--- config.mk ---
export PLATFORM = sky130hd
export DESIGN_NAME = seg7_scan_driver
export DESIGN_NICKNAME = d
export VERILOG_FILES = /design/src/rtl/seg7_pkg.sv /design/src/rtl/seg7_scan_tick.sv /design/src/rtl/seg7_scan_driver.sv
export SDC_FILE = /design/constraint.sdc
export NUM_CORES = 1
export LEC_CHECK = 0
export ABC_AREA = 1
export BUFFER_PORTS_ARGS = -buffer_cell sky130_fd_sc_hd__buf_2
export CAP_MARGIN = 20
export CORE_MARGIN = 1.5
export CORE_UTILIZATION = 23
export DETAILED_ROUTE_END_ITERATION = 16
export GPL_ROUTABILITY_DRIVEN = 1
export PLACE_DENSITY = 0.45
export SETUP_SLACK_MARGIN = 0.4
export SLEW_MARGIN = 20
export SYNTH_ARGS = -nofsm -noshare
export SYNTH_HDL_FRONTEND = slang
export SYNTH_HIERARCHICAL = 1
export SYNTH_SLANG_ARGS = --single-unit
--- constraint.sdc ---
create_clock -name clk -period 2.2 [get_ports clk]
set_input_delay 0.22 -clock clk [delete_from_list [all_inputs] [get_ports clk]]
set_output_delay 0.22 -clock clk [all_outputs]
set_load 0.1 [all_outputs]
--- src/rtl/seg7_pkg.sv ---
// Shared types and glyph table for the seven-segment scan driver.
// Segment codes are active-low: bit 7 = dp, bits 6..0 = g..a.
package seg7_pkg;

    typedef logic [7:0] seg_t;

    localparam seg_t SEG_BLANK = 8'hFF;

    localparam seg_t GLYPH [16] = '{
        8'hC0, 8'hF9, 8'hA4, 8'hB0,
        8'h99, 8'h92, 8'h82, 8'hF8,
        8'h80, 8'h90, 8'h88, 8'h83,
        8'hC6, 8'hA1, 8'h86, 8'h8E
    };

    function automatic seg_t hex_to_seg(
        input logic [3:0] nib,
        input logic       dp
    );
        seg_t s;
        s    = GLYPH[nib];
        s[7] = ~dp;
        return s;
    endfunction

endpackage

--- src/rtl/seg7_scan_tick.sv ---
// Digit-slot prescaler: counts 0..SCAN_DIV-1 and flags the slot end,
// the slot start and the end of the anti-ghosting guard interval.
module seg7_scan_tick #(
    parameter int SCAN_DIV = 50000,
    parameter int GUARD    = 16
) (
    input  logic clk,
    input  logic reset_n,
    output logic tick,
    output logic cnt_ge_guard,
    output logic cnt_zero
);

    localparam int CW = (SCAN_DIV > 1) ? $clog2(SCAN_DIV) : 1;

    logic [CW-1:0] cnt;

    always_ff @(posedge clk or negedge reset_n) begin
        if (!reset_n) begin
            cnt <= '0;
        end else if (tick) begin
            cnt <= '0;
        end else begin
            cnt <= cnt + 1'b1;
        end
    end

    assign tick     = (cnt == CW'(SCAN_DIV - 1));
    assign cnt_zero = (cnt == '0);

    generate
        if (GUARD == 0) begin : g_noguard
            assign cnt_ge_guard = 1'b1;
        end else begin : g_guard
            assign cnt_ge_guard = (cnt >= CW'(GUARD));
        end
    endgenerate

endmodule

--- src/rtl/seg7_scan_driver.sv ---
// Time-multiplexed NDIGITS seven-segment driver with double-buffered
// contents, leading-zero suppression and a per-slot guard interval.
module seg7_scan_driver
    import seg7_pkg::*;
#(
    parameter int NDIGITS  = 4,
    parameter int SCAN_DIV = 50000,
    parameter int GUARD    = 16
) (
    input  logic                 clk,
    input  logic                 reset_n,
    input  logic [4*NDIGITS-1:0] value,
    input  logic [NDIGITS-1:0]   dp,
    input  logic [NDIGITS-1:0]   blank,
    input  logic                 lz_suppress,
    input  logic                 load,
    output logic [7:0]           leds,
    output logic [NDIGITS-1:0]   ct,
    output logic                 frame_start
);

    localparam int IW = (NDIGITS > 1) ? $clog2(NDIGITS) : 1;
    localparam int VW = 4 * NDIGITS;

    logic [VW-1:0]      pend_val, act_val;
    logic [NDIGITS-1:0] pend_dp, act_dp;
    logic [NDIGITS-1:0] pend_blank, act_blank;
    logic               pend_lz, act_lz;
    logic [IW-1:0]      idx;
    logic               tick, cnt_ge_guard, cnt_zero, last;

    seg7_scan_tick #(
        .SCAN_DIV (SCAN_DIV),
        .GUARD    (GUARD)
    ) u_tick (
        .clk          (clk),
        .reset_n      (reset_n),
        .tick         (tick),
        .cnt_ge_guard (cnt_ge_guard),
        .cnt_zero     (cnt_zero)
    );

    assign last = (idx == IW'(NDIGITS - 1));

    always_ff @(posedge clk or negedge reset_n) begin
        if (!reset_n) begin
            pend_val   <= '0;
            pend_dp    <= '0;
            pend_blank <= '0;
            pend_lz    <= 1'b0;
        end else if (load) begin
            pend_val   <= value;
            pend_dp    <= dp;
            pend_blank <= blank;
            pend_lz    <= lz_suppress;
        end
    end

    // Copy only at the frame boundary so a frame never mixes contents.
    always_ff @(posedge clk or negedge reset_n) begin
        if (!reset_n) begin
            act_val   <= '0;
            act_dp    <= '0;
            act_blank <= '0;
            act_lz    <= 1'b0;
        end else if (tick && last) begin
            act_val   <= pend_val;
            act_dp    <= pend_dp;
            act_blank <= pend_blank;
            act_lz    <= pend_lz;
        end
    end

    always_ff @(posedge clk or negedge reset_n) begin
        if (!reset_n) begin
            idx <= '0;
        end else if (tick) begin
            idx <= last ? '0 : idx + 1'b1;
        end
    end

    // tz[g]: nibbles g..NDIGITS-1 are all zero.
    logic [NDIGITS:1]   tz;
    logic [NDIGITS-1:0] dark;
    seg_t               code [NDIGITS];

    assign tz[NDIGITS] = 1'b1;

    generate
        for (genvar g = 0; g < NDIGITS; g++) begin : g_dig
            if (g == 0) begin : g_lsd
                assign dark[g] = act_blank[g];
            end else begin : g_upper
                assign tz[g]   = tz[g+1] & (act_val[4*g +: 4] == 4'h0);
                assign dark[g] = act_blank[g] | (act_lz & tz[g]);
            end
            assign code[g] = dark[g] ? SEG_BLANK
                           : hex_to_seg(act_val[4*g +: 4], act_dp[g]);
        end
    endgenerate

    seg_t               cur_seg;
    logic [NDIGITS-1:0] cur_oh;

    always_comb begin
        cur_seg = SEG_BLANK;
        cur_oh  = '0;
        for (int i = 0; i < NDIGITS; i++) begin
            if (idx == IW'(i)) begin
                cur_seg   = code[i];
                cur_oh[i] = 1'b1;
            end
        end
    end

    always_ff @(posedge clk or negedge reset_n) begin
        if (!reset_n) begin
            leds        <= SEG_BLANK;
            ct          <= '0;
            frame_start <= 1'b0;
        end else begin
            leds        <= cur_seg;
            ct          <= cnt_ge_guard ? cur_oh : '0;
            frame_start <= (idx == '0) && cnt_zero;
        end
    end

endmodule

==> results.cfg <==
[layout]
num_antenna_cells = 0
num-fill-cells = 2174
regArea_um2 = 2040
syn_to_final_growth_pct = 21.0
final_cell_count_no_fill = 939
layout-drive-gt1-share_pct = 16.6
fin_nets = 720
multi_input_area_um2 = 2260
mostFrequentLayoutCell = nand2_1
final_cell_mix = nand2_1, inv_1, dfrtp_1

[setup_path]
critPathSlowestCell = dfrtp_1
critical_path.max_fanout = 7
start_kind = flop
crit_required_ps = 2470
crit_top_cell = nand2_1
regToRegSetupSlack_ps = 530
reg2reg_to = leds[3]$_DFF_PN1_
arrival_ps = 1940
path_cells = inv_1, ha_1, nand2_1, clkinv_1, nand2_1, nand2_1, inv_1, o21ai_0, nor3_1, nor2_1
end_kind = flop
worstRegToRegCells = 10
crit_path_max_incr_delay_ps = 440
critPathKind = reg2reg
worst_r2r_startpoint = act_val[12]$_DFFE_PN0P_

[routing]
ant_nets = 0
drtIter0Drc = 180
routed_wl_mm = 11.2
route.detailed.drc = 0
vias_per_cell = 4.13
dr.pass1.iters = 4
wl_per_cell_um = 11.9
vias = 3882

[grt]
grt_max_degree = 54
groute.usage.overall_pct = 11.1
grt_pass1_wl_mm = 18.8
grt_pass1_vias = 3833
grt-ovfl-total = 0
antenna_found_initial = 0

[floorplan]
core_area_um2 = 20100
fp.dieW_um = 146
initial_core_util_pct = 23.4
die_area_um2 = 21300
row_count = 52
die-height_um = 146
num_io_pins = 41

[synthesis]
ys_warn_count = 6
synth_top_area_share_pct = 38.9
synth_area_um2 = 4700
ys_ff_latch = 81
synth_cell_types = 36
synth_area_leaders = dfrtp_1, nand2_1, ha_1
syn_avg_cell_area_um2 = 7.55
yosysSeqAreaShare_pct = 43.4
yosysTopAreaCell = dfrtp_1
synth_nets = 678
postSynth.asyncResetShare_pct = 100
synth_top_flop_cell = dfrtp_1
synth_edf_count = 0
synthCells = 622

[timing]
post-route-worst-setup-slack_ps = 532
fin_setup_tns_ps = 0
max_freq_mhz = 600
finalSetupViolCount = 0
slew_headroom_pct = 65.4
rsz0062_at_grt = yes
tightest_slew_ps = 519
drv_slew = 0
hold_viol_final = 0
finalCriticalPeriod_ps = 1670
fin_crit_sh_pct = 75.8
finClkSkew_ps = 13.3

[place]
dp.final_hpwl_mm = 8.23
gp_congestion = 0.803
place_ws_ps = 479
portBuffers = 40
dpl.cell_count = 919

[pwr]
power.density_nw_per_um2 = 625
leakagePower_nw = 2.87
peakVddDrop_mv = 0.309

[run_status]
status = complete, no violations

[min_path]
hp-start = value[14]
hold_path.class = in2reg
whs_path_depth = 3
hold_end = pend_val[14]$_DFFE_PN0P_

[clock_tree]
cts_tree = built
clock_sinks = 81
path_clk_slew_ps = 60
cts_htree_levels = 3
clockBufferDepth = 2
cts_made_buffers = 9
clock_latency_ps = 350
root_buffer = clkbuf_16

[run]
max-cap-violations = 0
[sequential cells by signal, summed over array words and instances, names as in the netlist]
name / count
act_val: 16
pend_val: 16
u_tick/cnt: 16
leds: 8
act_blank: 4
act_dp: 4
ct: 4
pend_blank: 4
pend_dp: 4
idx: 2
act_lz: 1
frame_start: 1
pend_lz: 1
[critical path, delay by kind of cell (launching register included)]
family | cells | cell delay, ps
simple gates | 5 | 590
flops | 1 | 440
buf+inv | 3 | 260
fa+ha+maj | 1 | 230
compound gates | 1 | 80
[per-stage QoR]
stage | utilization, % | cell area, um2 | power [mW] | hold WS (ps)
finish | 28.3 | 5690 | 3.55 | 80.4
global route | 28.3 | 5690 | 3.70 | 81.2
CTS | 27.8 | 5590 | 3.61 | 63.8
detailed placement | 25.9 | 5210 | 1.70 | 191
global placement | 25.9 | 5210 | 1.70 | 193
floorplan | - | 4700 | 1.62 | -75.6
[area by class of cell]
type / instances / area share, %
clock buffer: 9 / 3.96
clock inverter: 7 / 2.49
inverter: 87 / 5.74
multi-input combinational: 435 / 39.7
sequential: 81 / 35.8
tap: 270 / 5.94
timing repair buffer: 50 / 6.34
[where the power goes]
| group | internal [mW] | switching (mW) |
|---|---|---|
| registers | 1.53 | 0.00893 |
| logic | 0.0441 | 0.0895 |
| clock network | 1.23 | 0.652 |
| total | 2.80 | 0.751 |
[how the worst max path moves through the flow]
| stage | startpoint | end | slack [ps] | cells after the start |
|---|---|---|---|---|
| floorplan | u_tick/cnt[0]$_DFF_PN0_ | act_blank[0]$_DFFE_PN0P_ | 630 | 8 |
| global placement | u_tick/cnt[1]$_DFF_PN0_ | act_val[7]$_DFFE_PN0P_ | 520 | 9 |
| detailed placement | u_tick/cnt[0]$_DFF_PN0_ | act_val[7]$_DFFE_PN0P_ | 480 | 9 |
| CTS | u_tick/cnt[0]$_DFF_PN0_ | act_val[9]$_DFFE_PN0P_ | 470 | 9 |
| global route | u_tick/cnt[1]$_DFF_PN0_ | act_val[9]$_DFFE_PN0P_ | 390 | 9 |
| finish | act_val[12]$_DFFE_PN0P_ | leds[3]$_DFF_PN1_ | 530 | 10 |
[cells by family after synthesis]
family                   synth area share (%)
AND/OR/NAND/NOR                          28.9
flip-flops                               43.4
adder cells (fa/ha/maj)                  7.46
XOR/XNOR                                 1.12
AO/OA/AOI/OAI                            10.1
buffers and inverters                    9.05
[metal layers]
layer  routed length (um)  track usage, %
met1                 5630            15.1
met2                 5060            17.4
met3                  340            2.41
met4                  181            3.98
met5                    0               0
[cells in the mapped netlist, types with 5 or more instances]
library cell and count:
o21ai_1 21, nand4_1 5, inv_1 77, nor2_1 62, nor3_1 5, nand2_2 5
nand2_1 180, ha_1 28, o21ai_0 44, nor2_4 6, inv_2 9, a21oi_1 7
xor2_1 5, dfrtp_1 73, clkbuf_1 11, dfstp_2 8, o211ai_1 6, nand3_1 37
[timing repair]
action / in CTS / in global routing
buffers inserted: 0 / 1
hold buffers: 1 / 0
resized for setup: 0 / 15
endpoints found under the setup margin: 0 / 30
hold endpoints to repair: 20 / 0
Power figures use the tool's default switching activity.
